`src/rtl/ss_bus_controller.sv`:
```
// ss_bus_controller
//
// Savestate bus initiator. It walks bus addresses 0 .. ADDRESS_COUNT-1 and
// moves data between the savestate bus and a host-side word stream.
//   save: read each address after it has settled, then emit the word on the
//         save_* valid/ready stream.
//   load: accept a word from the load_* valid/ready stream, then write it to
//         the current address.
// Between transactions the bus is parked at IDLE_ADDR for one cycle, so every
// responder sees an address change.
//
// Ports
//   clk, reset            sole clock; synchronous active-high reset
//   start_save/start_load start pulses, honoured only when idle (save wins)
//   busy, done            sequence in progress / one-cycle completion pulse
//   save_data/valid/ready save word stream (initiator -> host)
//   load_data/valid/ready load word stream (host -> initiator)
//   ss_bus_addr/wdata/wren/reset_n/rdata  shared savestate bus

package ss_addresses;
    localparam int SS_BUS_WIDTH  = 8;
    localparam int SS_DATA_WIDTH = 16;
endpackage

module ss_bus_controller
    import ss_addresses::*;
#(
    parameter int unsigned                ADDRESS_COUNT = 16,
    parameter int unsigned                SETTLE_CYCLES = 20,
    parameter logic [SS_BUS_WIDTH-1:0]    IDLE_ADDR     = '1
) (
    input  logic                       clk,
    input  logic                       reset,
    input  logic                       start_save,
    input  logic                       start_load,
    output logic                       busy,
    output logic                       done,
    output logic [SS_DATA_WIDTH-1:0]   save_data,
    output logic                       save_valid,
    input  logic                       save_ready,
    input  logic [SS_DATA_WIDTH-1:0]   load_data,
    input  logic                       load_valid,
    output logic                       load_ready,
    output logic [SS_BUS_WIDTH-1:0]    ss_bus_addr,
    output logic [SS_DATA_WIDTH-1:0]   ss_bus_wdata,
    output logic                       ss_bus_wren,
    output logic                       ss_bus_reset_n,
    input  logic [SS_DATA_WIDTH-1:0]   ss_bus_rdata
);

    localparam int IW = $clog2(ADDRESS_COUNT + 1);
    localparam int CW = $clog2(SETTLE_CYCLES + 1);
    localparam logic [IW-1:0] LAST_IDX = IW'(ADDRESS_COUNT - 1);
    localparam logic [CW-1:0] LAST_CNT = CW'(SETTLE_CYCLES - 1);

    typedef enum logic [2:0] {
        S_IDLE,
        S_PARK,
        S_SAVE_HOLD,
        S_SAVE_EMIT,
        S_LOAD_WAIT,
        S_LOAD_HOLD,
        S_FINISH
    } state_t;

    state_t                     state, state_nx;
    logic [IW-1:0]              idx, idx_nx;
    logic [CW-1:0]              cnt, cnt_nx;
    logic                       saving, saving_nx;
    logic [SS_BUS_WIDTH-1:0]    addr_nx;
    logic [SS_DATA_WIDTH-1:0]   wdata_nx, save_data_nx;
    logic                       wren_nx, save_valid_nx, load_ready_nx;
    logic                       busy_nx, done_nx;

    // Never issue restore-default on the bus.
    assign ss_bus_reset_n = 1'b1;

    // Every output is computed one cycle ahead here and registered below, so
    // output values always match the state they are registered alongside.
    always_comb begin
        state_nx      = state;
        idx_nx        = idx;
        cnt_nx        = cnt;
        saving_nx     = saving;
        addr_nx       = ss_bus_addr;
        wdata_nx      = ss_bus_wdata;
        wren_nx       = ss_bus_wren;
        save_data_nx  = save_data;
        save_valid_nx = save_valid;
        load_ready_nx = load_ready;
        busy_nx       = busy;
        done_nx       = 1'b0;

        unique case (state)
            S_IDLE: begin
                if (start_save) begin
                    idx_nx    = '0;
                    cnt_nx    = '0;
                    saving_nx = 1'b1;
                    busy_nx   = 1'b1;
                    addr_nx   = '0;
                    state_nx  = S_SAVE_HOLD;
                end else if (start_load) begin
                    idx_nx        = '0;
                    saving_nx     = 1'b0;
                    busy_nx       = 1'b1;
                    load_ready_nx = 1'b1;
                    state_nx      = S_LOAD_WAIT;
                end
            end

            S_SAVE_HOLD: begin
                if (cnt == LAST_CNT) begin
                    save_data_nx  = ss_bus_rdata;
                    save_valid_nx = 1'b1;
                    addr_nx       = IDLE_ADDR;
                    state_nx      = S_SAVE_EMIT;
                end else begin
                    cnt_nx = cnt + 1'b1;
                end
            end

            S_SAVE_EMIT: begin
                if (save_ready) begin
                    save_valid_nx = 1'b0;
                    idx_nx        = idx + 1'b1;
                    if (idx == LAST_IDX) begin
                        done_nx  = 1'b1;
                        busy_nx  = 1'b0;
                        state_nx = S_FINISH;
                    end else begin
                        state_nx = S_PARK;
                    end
                end
            end

            S_PARK: begin
                if (saving) begin
                    addr_nx  = SS_BUS_WIDTH'(idx);
                    cnt_nx   = '0;
                    state_nx = S_SAVE_HOLD;
                end else begin
                    load_ready_nx = 1'b1;
                    state_nx      = S_LOAD_WAIT;
                end
            end

            S_LOAD_WAIT: begin
                if (load_valid) begin
                    wdata_nx      = load_data;
                    addr_nx       = SS_BUS_WIDTH'(idx);
                    wren_nx       = 1'b1;
                    load_ready_nx = 1'b0;
                    cnt_nx        = '0;
                    state_nx      = S_LOAD_HOLD;
                end
            end

            S_LOAD_HOLD: begin
                if (cnt == LAST_CNT) begin
                    wren_nx = 1'b0;
                    addr_nx = IDLE_ADDR;
                    idx_nx  = idx + 1'b1;
                    if (idx == LAST_IDX) begin
                        done_nx  = 1'b1;
                        busy_nx  = 1'b0;
                        state_nx = S_FINISH;
                    end else begin
                        state_nx = S_PARK;
                    end
                end else begin
                    cnt_nx = cnt + 1'b1;
                end
            end

            S_FINISH: begin
                state_nx = S_IDLE;
            end

            default: begin
                state_nx = S_IDLE;
            end
        endcase
    end

    always_ff @(posedge clk) begin
        if (reset) begin
            state        <= S_IDLE;
            idx          <= '0;
            cnt          <= '0;
            saving       <= 1'b0;
            ss_bus_addr  <= IDLE_ADDR;
            ss_bus_wdata <= '0;
            ss_bus_wren  <= 1'b0;
            save_data    <= '0;
            save_valid   <= 1'b0;
            load_ready   <= 1'b0;
            busy         <= 1'b0;
            done         <= 1'b0;
        end else begin
            state        <= state_nx;
            idx          <= idx_nx;
            cnt          <= cnt_nx;
            saving       <= saving_nx;
            ss_bus_addr  <= addr_nx;
            ss_bus_wdata <= wdata_nx;
            ss_bus_wren  <= wren_nx;
            save_data    <= save_data_nx;
            save_valid   <= save_valid_nx;
            load_ready   <= load_ready_nx;
            busy         <= busy_nx;
            done         <= done_nx;
        end
    end

endmodule

```
`config.mk`:
```
export PLATFORM = sky130hd
export DESIGN_NAME = ss_bus_controller
export DESIGN_NICKNAME = d
export VERILOG_FILES = /design/src/rtl/ss_bus_controller.sv
export SDC_FILE = /design/constraint.sdc
export NUM_CORES = 1
export LEC_CHECK = 0
export BUFFER_PORTS_ARGS = -buffer_cell sky130_fd_sc_hd__buf_2
export CORE_ASPECT_RATIO = 0.5
export CORE_MARGIN = 5
export CORE_UTILIZATION = 50
export CTS_BUF_LIST = sky130_fd_sc_hd__clkbuf_8 sky130_fd_sc_hd__clkbuf_16
export CTS_CLUSTER_DIAMETER = 30
export CTS_CLUSTER_SIZE = 14
export DETAILED_ROUTE_END_ITERATION = 10
export PLACE_DENSITY = 0.79
export SLEW_MARGIN = 25
export SYNTH_ARGS = -nofsm -noshare
export SYNTH_HDL_FRONTEND = slang
export SYNTH_SLANG_ARGS = --single-unit
```
`constraint.sdc`:
```
create_clock -name clk -period 5.2 [get_ports clk]
set_input_delay 1.56 -clock clk [delete_from_list [all_inputs] [get_ports clk]]
set_output_delay 1.56 -clock clk [all_outputs]
set_load 0.05 [all_outputs]
```
After elaboration in Yosys (flattened, before gate mapping)

Cells that the tools add are included.

Input port bits: 38
Word-level logic and storage cells: 97
Bits in registers: 59
Output and inout bits: 46

Multiplexer cells: 46
Reductions and logical operators: 18
$add $sub $neg: 2
Equal/unequal tests: 19

Operator list:

| kind                  | number |
|---|---|
| $mux W5               | 8 |
| $mux W8               | 4 |
| $pmux W8 S4           | 1 |
| $mux W3               | 8 |
| $ne A2 B2 Y1 const B  | 10 |
| $pmux W5 S4           | 1 |
| $reduce_and A5 Y1     | 4 |
| $pmux W3 S6           | 1 |
| $mux W1               | 17 |
| $pmux W5 S3           | 1 |
| $add A5 B1 Y5 const B | 2 |
| $eq A3 B2 Y1 const B  | 2 |
| $eq A3 B3 Y1 const B  | 2 |
| $pmux W1 S2           | 3 |
| $pmux W1 S3           | 2 |
| $reduce_and A2 Y1     | 3 |
| $reduce_and A3 Y1     | 2 |
| $reduce_bool A2 Y1    | 3 |
| $reduce_bool A3 Y1    | 2 |
| $eq A5 B4 Y1 const B  | 1 |
| $eq A5 B5 Y1 const B  | 1 |
| $reduce_and A4 Y1     | 1 |
| $reduce_bool A4 Y1    | 1 |
| $eq A3 B1 Y1 const B  | 1 |
| other kinds (4)       | 4 |

Depth between registers and ports, before layout

Gate-level depths: netlist of run 1.

Depth in word-level cells: 4
Depth in mapped cells: 7
Mapped depth without buffers: 7

Worst setup path before layout of run 1

Ideal clock, no wire load.

Kind: in2reg
From: input load_valid
To: register cnt[2]
Data required time: 5.114 ns
Stages: 5
Setup time: 0.086 ns
Data arrival time: 2.647 ns
Path buffers: 1
Path slack: 2.468 ns
Cell sequence: nand4bb_1 -> clkbuf_1 -> o221a_4 -> or4_1 -> a211oi_1

Cells in the longest elaborated chain, start to end: 2

RTL lines:

| item                               | line | source |
|---|---|---|
| from (decl)                        | 42   | `input logic load_valid,` |
| $ne A2 B2 Y1 (no source line)      | -    |  |
| $reduce_and A5 Y1 (no source line) | -    |  |
| to (signal assigned)               | 203  | `cnt <= cnt_nx;` |
| to (decl)                          | 68   | `logic [CW-1:0] cnt, cnt_nx;` |

No other way between the ends.
A chain may end at the register's enable or synchronous reset.

Worst setup path after layout of run 1

Ends and elaborated chain as after synthesis.

==> out/qor.yml, run 1 <==
busiest_layer: "met2"
cts_resized: 0
fin_skew_ns: 0.00613
finalMaxSlewViolations: 0
crit_type: "input port to flip-flop"
syn_to_final_growth_pct: 23.8
antenna_found_initial: 0
synth_edf_count: 0
crit_chain: "buf_2 > nand4bb_1 > o221a_4 > or4_1 > a211oi_1"
drc_errors: 0
synth_flop_cell: "dfxtp_1"
hpwl_mm: 4.67
finalCriticalPeriod_ns: 3.19
internal-power_uw: 916
cts_sinks: 57
clock.fmax_mhz: 314
first_pass_iters: 5
grtUsageTotal_pct: 19.4
row_count: 18
drive_above_1_share_pct: 26.6
vias: 2484
overflow: 0
p_per_area_nw_per_um2: 510
hold_class: "flip-flop to flip-flop"
finalWeightedCongestion: 0.869
use_met3_pct: 6.69
start_util_pct: 51.3
cts_max_path_buffers: 2
postRouteAntennaNets: 0
async_flop_share_pct: 0
diodes: 0
ys_seq_area_share_pct: 45.3
die_h_um: 60.2
status: "finished clean"
hold_violations: 0
critical_path.endpoint_type: "flip-flop"
cpPeakStageDelay_ns: 0.61
die_w_um: 110
die_area_um2: 6650
final_nets: 427
synth-seq-cells: 57
synth_fp_nets: 354
grt_pass1_vias: 2223
met2_usage_pct: 34.4
tightest_slew_ns: 0.958
dp.cells: 445
r2r_slack_ns: 2.38
cts-hold-fix-buffers: 0
netlist_instances: 313
crit_slowest_cell: "nand4bb_1"
cap_violations: 0
synthesis.area_um2: 2520
cts_tree: "done"
wl_mm: 6.47
clk_pin_slew_ns: 0.06
htreeDepth: 3
setup_violations: 0
avgSynthCellArea_um2: 8.05
synthDistinctLibCells: 51
p_sw_uw: 675
max_slew_margin_pct: 35.8
core_um2: 4910
fin_setup_tns_ns: 0
root_buffer: "clkbuf_8"
p_sw_share_pct: 42.4
p_seq_share_pct: 37.4
clock_latency_ns: 0.33
cts_made_buffers: 9
ir_worst_vdd_uv: 351
wl_per_cell_um: 14.0
rsz0062_at_grt: "false"
grt_max_degree: 46
drtIter0Drc: 228
path_max_fanout: 18
required_ns: 5.43
cts_setup_buffers: 0
finalCritPeriodShare_pct: 61.3
p_comb_share_pct: 37.1
grt_util_met1_pct: 21.9
yosys_warnings: 0
pwr-share-clk_pct: 25.5
portBuffers: 82
grt_pass1_wl_mm: 9.87
power_leakage_nw: 1.25
layoutNonFillerInstCount: 461
ios: 84
via_per_inst: 5.39
critical_path_arrival_ns: 3.42
start_kind: "input port"
-- per-layer routing --
metal  vias up  share of wire (%)
li1       1240                  -
met1      1151                 45
met2        87                 48
met3         6                6.8
met4         0                1.0
met5         -                  0
-- state kept, by name (all words and copies together) (netlist names) --
signal and count:
save_data 16, ss_bus_wdata 16, ss_bus_addr 6, cnt 5, idx 5, state 3
busy 1, done 1, load_ready 1, save_valid 1, saving 1, ss_bus_wren 1
-- per-stage QoR --
step	power (mW)	utilization, %	setup WS [ns]	cell area (um2)	hold slack (ns)
after detailed placement	1.18	59.4	1.68	2920	0.446
after global routing	1.68	63.6	1.86	3120	0.473
final	1.59	63.6	2.01	3120	0.452
after floorplan	1.07	-	2.47	2520	0.445
after global placement	1.17	59.4	1.82	2920	0.439
after CTS	1.59	63.4	2.04	3110	0.455
-- synth_stat cells, types with 2 or more instances --
master	n	area (um2)
nor2_1	8	30.0
nor3_2	2	20.0
nand3_1	5	25.0
o211ai_1	2	15.0
nand3b_1	2	15.0
o21ai_0	20	100
nor2b_1	3	18.8
a211oi_1	6	45.0
a21boi_0	2	15.0
and3_1	2	12.5
buf_2	5	25.0
buf_4	3	22.5
mux2i_1	3	30.0
clkbuf_1	10	37.5
nor3_1	3	15.0
a31oi_1	4	25.0
or4_1	2	15.0
dfxtp_1	57	1140
a2111oi_0	2	17.5
a21oi_1	49	245
nand4bb_1	2	22.5
nand2_1	75	282
ha_1	3	37.5
inv_1	10	37.5
nand2b_1	7	43.8
-- layout by cell type (no fill, tap or decap), drive strengths merged, types with 3 or more instances in the layout --
| cell type | n |
|---|---|
| a211oi | 6 |
| a21oi | 49 |
| a31oi | 4 |
| buf | 82 |
| clkbuf | 10 |
| dfxtp | 57 |
| ha | 3 |
| inv | 11 |
| mux2i | 3 |
| nand2 | 75 |
| nand2b | 7 |
| nand3 | 5 |
| nor2 | 8 |
| nor2b | 3 |
| nor3 | 5 |
| o21ai | 20 |
-- power by group through the flow --
| stage | registers (mW) | logic (mW) | clock network (mW) |
|---|---|---|---|
| 5_1_grt | 0.609 | 0.641 | 0.432 |
| 4_1_cts | 0.590 | 0.589 | 0.414 |
| 6_report | 0.595 | 0.591 | 0.406 |
| 3_5_place_dp | 0.599 | 0.586 | 0 |
| 3_3_place_gp | 0.596 | 0.571 | 0 |
| 2_1_floorplan | 0.697 | 0.370 | 0 |
-- logic make-up after synthesis --
kind of cell | Yosys count | synth area share, %
AO/OA/AOI/OAI | 99 | 23.5
XOR/XNOR | 1 | 0.348
adder cells (fa/ha/maj) | 3 | 1.49
buffers and inverters | 30 | 5.46
flip-flops | 57 | 45.3
multiplexers | 4 | 1.64
other | 1 | 0.149
AND/OR/NAND/NOR | 118 | 22.1
-- worst max-delay path: cells and delay by family --
kind / cells / cell delay, ns
AO/OA/AOI/OAI: 2 / 0.64
buffers and inverters: 1 / 0.12
AND/OR/NAND/NOR: 2 / 1.10
-- final timing paths --
path                                       from                            end  cells past startpoint
setup reg to reg          state[2]$_SDFFE_PP0P_            cnt[2]$_SDFFE_PP0P_                      4
hold / removal    ss_bus_wdata[13]$_SDFFE_PP0P_  ss_bus_wdata[13]$_SDFFE_PP0P_                      2
hold reg to reg   ss_bus_wdata[13]$_SDFFE_PP0P_  ss_bus_wdata[13]$_SDFFE_PP0P_                      2
setup / recovery                     load_valid            cnt[2]$_SDFFE_PP0P_                      5
-- area by class of cell --
class / count / area [um2]
clock buffers: 10 / 138
clock inverters: 6 / 58.8
fillers: 441 / 1790
inverters: 10 / 37.5
multi-input cells: 226 / 1250
flip-flops and latches: 57 / 1140
well taps: 70 / 87.6
repair buffers: 82 / 410
Power figures use the tool's default switching activity.
==> run 2: changes to the inputs <==
- ABC_AREA: not set -> 1
- CORE_UTILIZATION: 50 -> 46
- PLACE_DENSITY: 0.79 -> 0.76
- clock period: 5.2 -> 2.9 ns (I/O delays scaled with it)
==> out/qor.yml, run 2 <==
start_kind: "flip-flop"  # was input port
critical_path_arrival_ns: 0.95  # was 3.42 ns
drc_errors: 0  # unchanged
drtIter0Drc: 155  # was 228
fin_util_pct: 60.7  # was 63.6%
ios: 84  # unchanged
antenna_found_initial: 0  # unchanged
grtUsageTotal_pct: 17.4  # was 19.4%
grt_max_degree: 19  # was 46
vias: 2409  # was 2,484
wl_per_cell_um: 12.1  # was 14.0 um
synthDistinctLibCells: 32  # was 51
fin_setup_tns_ns: 0  # unchanged
ir_worst_vdd_uv: 700  # was 351 uV
clock.fmax_mhz: 550
placed_cell_area_um2: 3040  # was 2920 um2
hpwl_mm: 4.42  # was 4.67 mm
largestRegisters: "save_data: 16 flops, ss_bus_wdata: 16 flops, ss_bus_addr: 6 flops"  # unchanged
ys_seq_area_share_pct: 43.2  # was 45.3%
synth_fp_nets: 383  # was 354
wl_mm: 6.04  # was 6.47 mm
critical_path.top_delay_family: "flip-flops"  # was simple AND/OR/NAND/NOR gates
finalCriticalPeriod_ns: 1.82
grt_pass1_vias: 2325  # was 2,223
final_nets: 463  # was 427
hold_violations: 0  # unchanged
holdWs_ns: 0.457  # was 0.452 ns
netlist_instances: 342  # was 313
power_leakage_nw: 1.64  # was 1.25 nW
finalCritPeriodShare_pct: 62.7
synth_flop_cell: "dfxtp_1"  # unchanged
synth_most_common_cell: "nor2_1"  # was nand2_1
die_area_um2: 7450  # was 6650 um2
power_mw: 3.36  # was 1.59 mW
path_max_fanout: 4  # was 18
cts_resized: 0  # unchanged
layout_common_cells: "buf_2, nor2_1, dfxtp_1"  # was buf_2, nand2_1, dfxtp_1
status: "finished clean"  # unchanged
drive_above_1_share_pct: 33.5  # was 26.6%
hold_class: "flip-flop to flip-flop"  # unchanged
avgSynthCellArea_um2: 7.72  # was 8.05 um2
cts_made_buffers: 9  # unchanged
fin_skew_ns: 0.00595  # was 0.00613 ns
diodes: 0  # unchanged
yosys_warnings: 0  # unchanged
die_h_um: 63.6  # was 60.2 um
cts_sinks: 57  # unchanged
syn_to_final_growth_pct: 26.8  # was 23.8%
tightest_slew_ns: 0.517  # was 0.958 ns
root_buffer: "clkbuf_16"  # was clkbuf_8
crit_type: "flip-flop to primary output"  # was input port to flip-flop
synth_area_leaders: "dfxtp_1, nor2_1, nand2_1"  # was dfxtp_1, nand2_1, a21oi_1
core_um2: 5520  # was 4910 um2
async_flop_share_pct: 0  # unchanged
cpPeakStageDelay_ns: 0.35  # was 0.61 ns
netlist_top_cells_count: "nor2_1, dfxtp_1, nand2_1"  # was nand2_1, dfxtp_1, a21oi_1
p_per_area_nw_per_um2: 1000  # was 510 nW/um2
postRouteAntennaNets: 0  # unchanged
final_common_cell: "buf_2"  # unchanged
crit_slowest_cell: "dfxtp_1"  # was nand4bb_1
yosys.area.top_type: "dfxtp_1"  # unchanged
setup_violations: 0  # unchanged
yosys.area.top_type_share_pct: 43.2  # was 45.3%
fin_area_um2: 3350  # was 3120 um2
finalMaxSlewViolations: 0  # unchanged
cts_max_path_buffers: 2  # unchanged
synth_edf_count: 0  # unchanged
htreeDepth: 3  # unchanged
required_ns: 2.03  # was 5.43 ns
row_count: 19  # was 18
via_per_inst: 4.82  # was 5.39
crit_chain: "buf_2"  # was buf_2 > nand4bb_1 > o221a_4 > or4_1 > a211oi_1
cp.buffers_inverters: 1  # unchanged
clk_pin_slew_ns: 0.05  # was 0.06 ns
die_w_um: 117  # was 110 um
grt_pass1_wl_mm: 10.4  # was 9.87 mm
cts_setup_buffers: 0  # unchanged
clock_latency_ns: 0.32  # was 0.33 ns
portBuffers: 82  # unchanged
cts-hold-fix-buffers: 0  # unchanged
synth-seq-cells: 57  # unchanged
critical_path.endpoint_type: "primary output"  # was flip-flop
cts_tree: "done"  # unchanged
cap_violations: 0  # unchanged
first_pass_iters: 4  # was 5
max_slew_margin_pct: 65.5  # was 35.8%
finalWeightedCongestion: 0.848  # was 0.869
synthesis.area_um2: 2640  # was 2520 um2
overflow: 0  # unchanged
start_util_pct: 47.9  # was 51.3%
rsz0062_at_grt: "false"  # unchanged
-- run 2: logic make-up after synthesis --
family,count (synthesis),synth area share (%)
flops,57,43.2
compound gates,62,12.1
buf+inv,43,8.67
fa+ha+maj,3,1.42
other cells,1,0.142
simple gates,174,33.8
xor+xnor,2,0.663
-- run 2: final cells by class --
class                      count  area [um2]
tap                           73        91.3
clock inverter                 5        55.1
fill                         516        2170
multi-input combinational    242        1270
sequential                    57        1140
timing repair buffer          84         425
clock buffer                  11         253
inverter                      28         113
-- run 2: tightest hold or removal path, stage by stage (launching register included) --
cell and delay [ns]:
dfxtp_1 0.30, inv_1 0.06, a21oi_2 0.05
-- run 2: power breakdown --
group	internal, mW	switching [mW]	total (mW)
Sequential	0.931	0.114	1.05
Clock	0.707	0.347	1.05
Combinational	0.326	0.933	1.26
-- run 2: final timing paths --
kind	start	endpoint	slack, ns	depth (start not counted)
setup / recovery	ss_bus_addr[6]$_SDFFE_PP1P_	ss_bus_addr[6]	1.08	1
hold / removal	ss_bus_wren$_SDFFE_PP0P_	ss_bus_wren$_SDFFE_PP0P_	0.46	2
setup reg to reg	state[1]$_SDFFE_PP0P_	save_data[12]$_SDFFE_PP0P_	1.16	5
hold reg to reg	ss_bus_wren$_SDFFE_PP0P_	ss_bus_wren$_SDFFE_PP0P_	0.46	2
-- run 2: metal layers --
metal / GRT usage (%) / share of wire, % / routed length, um / vias to the layer above
li1: - / - / - / 1269
met1: 22.0 / 46 / 2810 / 1086
met2: 28.1 / 48 / 2890 / 48
met3: 5.35 / 5.0 / 301 / 6
met4: 5.58 / 0.84 / 51 / 0
met5: 0 / 0 / 0 / -
-- run 2: metrics by stage --
| stage | worst slack, ns | instances |
|---|---|---|
| 2_1_floorplan | 1.10 | 342 |
| 3_3_place_gp | 0.954 | 484 |
| 3_5_place_dp | 0.957 | 484 |
| 4_1_cts | 1.06 | 500 |
| 5_1_grt | 0.994 | 500 |
| 6_report | 1.08 | 500 |
==> run 3: changes to the inputs <==
- ABC_AREA: 1 -> 0
- CORE_UTILIZATION: 46 -> 45
- PLACE_DENSITY: 0.76 -> 0.75
- clock period: 2.9 -> 1.65 ns (I/O delays scaled with it)
==> out/qor.yml, run 3 (same netlist as run 1, synthesis figures left out) <==
die_h_um: 62.9  # was 63.6 um
cts_max_path_buffers: 2  # unchanged
finalMaxSlewViolations: 0  # unchanged
htreeDepth: 3  # unchanged
internal-power_mw: 3.39  # was 1.96 mW
crit_type: "flip-flop to flip-flop"  # was flip-flop to primary output
fin_skew_ns: 0.00433  # was 0.00595 ns
drc_errors: 0  # unchanged
final_nets: 467  # was 463
grt_pass1_vias: 2557  # was 2,325
finalWeightedCongestion: 0.899  # was 0.848
wl_per_cell_um: 14.4  # was 12.1 um
grt_pass1_wl_mm: 12.0  # was 10.4 mm
die_area_um2: 7290  # was 7450 um2
die_w_um: 116  # was 117 um
cts_made_buffers: 9  # unchanged
p_sw_share_pct: 41.4  # was 41.5%
clock_latency_ns: 0.34  # was 0.32 ns
grt_max_degree: 42  # was 19
critical_path.endpoint_type: "flip-flop"  # was primary output
start_util_pct: 46.3  # was 47.9%
portBuffers: 82  # unchanged
wl_mm: 7.27  # was 6.04 mm
fin_setup_tns_ns: 0  # unchanged
postRouteAntennaNets: 0  # unchanged
pwr-share-clk_pct: 22.4  # was 31.4%
finalCritPeriodShare_pct: 99.0
syn_to_final_growth_pct: 42.2  # was 26.8%
cts_tree: "done"  # unchanged
p_sw_mw: 2.40  # was 1.40 mW
clock.fmax_mhz: 612
cts_sinks: 57  # unchanged
status: "finished clean"  # unchanged
antenna_found_initial: 0  # unchanged
tightest_slew_ns: 0.582  # was 0.517 ns
clk_pin_slew_ns: 0.06  # was 0.05 ns
layoutNonFillerInstCount: 504  # was 500
vias: 2607  # was 2,409
critical_path_arrival_ns: 1.89  # was 0.95 ns
hold_violations: 0  # unchanged
holdWs_ns: 0.377  # was 0.457 ns
largestRegisters: "save_data: 16 flops, ss_bus_wdata: 16 flops, ss_bus_addr: 6 flops"  # unchanged
p_per_area_nw_per_um2: 1620  # was 1000 nW/um2
cts-hold-fix-buffers: 0  # unchanged
ir_worst_vdd_uv: 920  # was 700 uV
diodes: 0  # unchanged
hpwl_mm: 5.29  # was 4.42 mm
final_common_cell: "buf_2"  # unchanged
dp.cells: 484  # unchanged
rsz0062_at_grt: "true"  # was false
hold_class: "input port to flip-flop"  # was flip-flop to flip-flop
max_slew_margin_pct: 61.1  # was 65.5%
row_count: 19  # unchanged
ios: 84  # unchanged
drive_above_1_share_pct: 38.3  # was 33.5%
p_seq_share_pct: 30.2  # was 31.1%
root_buffer: "clkbuf_8"  # was clkbuf_16
start_kind: "flip-flop"  # unchanged
power_mw: 5.79  # was 3.36 mW
cap_violations: 0  # unchanged
power_leakage_nw: 1.49  # was 1.64 nW
p_comb_share_pct: 47.4  # was 37.5%
drtIter0Drc: 174  # was 155
finalCriticalPeriod_ns: 1.63
setup_violations: 0  # unchanged
first_pass_iters: 4  # unchanged
required_ns: 1.91  # was 2.03 ns
layout_common_cells: "buf_2, nand2_1, dfxtp_1"  # was buf_2, nor2_1, dfxtp_1
path_max_fanout: 5  # was 4
core_um2: 5440  # was 5520 um2
grtUsageTotal_pct: 20.2  # was 17.4%
via_per_inst: 5.17  # was 4.82
overflow: 0  # unchanged
## run 3: cell count changes in the layout (fill, tap and decap cells not counted), moves of 7 or more
cell	delta
buf_4	+35
nor2_1	-60
o21ai_1	-16
nand2_1	+33
o21ai_0	-10
nor2_2	-14
clkbuf_8	+8
nand2b_1	+7
inv_1	-10
nand3_1	-19
clkbuf_16	-9
a21oi_1	+36
## run 3: final cells by class
cell class | count | area, um2
multi-input combinational | 226 | 1370
inverter | 10 | 37.5
tap | 73 | 91.3
timing repair buffer | 122 | 731
fill | 479 | 1860
clock buffer | 10 | 138
clock inverter | 6 | 58.8
sequential | 57 | 1150
## run 3: per-stage QoR
stage	instance area [um2]	setup slack [ns]	util, %
after CTS	3420	-0.00485	62.9
after global routing	3580	-0.0240	65.8
after detailed placement	3200	-0.122	58.9
after floorplan	2520	0.0245	-
after global placement	3200	-0.0462	58.9
final	3580	0.0165	65.8
## run 3: path summary, 6_finish.rpt
kind / cells after the start / start / slack (ns) / to
setup reg to reg: 4 / state[0]$_SDFFE_PP0P_ / 0.02 / cnt[3]$_SDFFE_PP0P_
setup / recovery: 4 / state[0]$_SDFFE_PP0P_ / 0.02 / cnt[3]$_SDFFE_PP0P_
hold reg to reg: 2 / save_data[1]$_SDFFE_PP0P_ / 0.45 / save_data[1]$_SDFFE_PP0P_
hold / removal: 2 / reset / 0.38 / busy$_SDFFE_PP0P_
## run 3: routing by layer
metal / global-route usage (%) / vias up / wire [um]
met5: 0 / - / 0
met4: 6.08 / 0 / 56
met3: 5.71 / 8 / 399
met2: 33.3 / 57 / 3460
met1: 25.7 / 1224 / 3360
li1: - / 1318 / -
## run 3: repair_timing
item	4_1_cts	5_1_grt
pin swaps	1	1
setup endpoints to repair	9	31
gates resized for setup	6	35
gates cloned	0	1
setup buffers	1	2
endpoints found under the hold margin	0	0
## run 3: power groups by stage
stage	registers, mW	clock network, mW	logic (mW)
global route	1.79	1.41	2.95
detailed placement	1.76	0	2.43
finish	1.75	1.30	2.74
CTS	1.74	1.32	2.46
floorplan	2.20	0	1.17
global placement	1.75	0	2.40
## run 3: critical path, stage by stage (launching register included)
cell      delay, ns
dfxtp_2        0.36
or2b_1         0.26
o221a_4        0.29
or4_4          0.48
a211oi_2       0.17
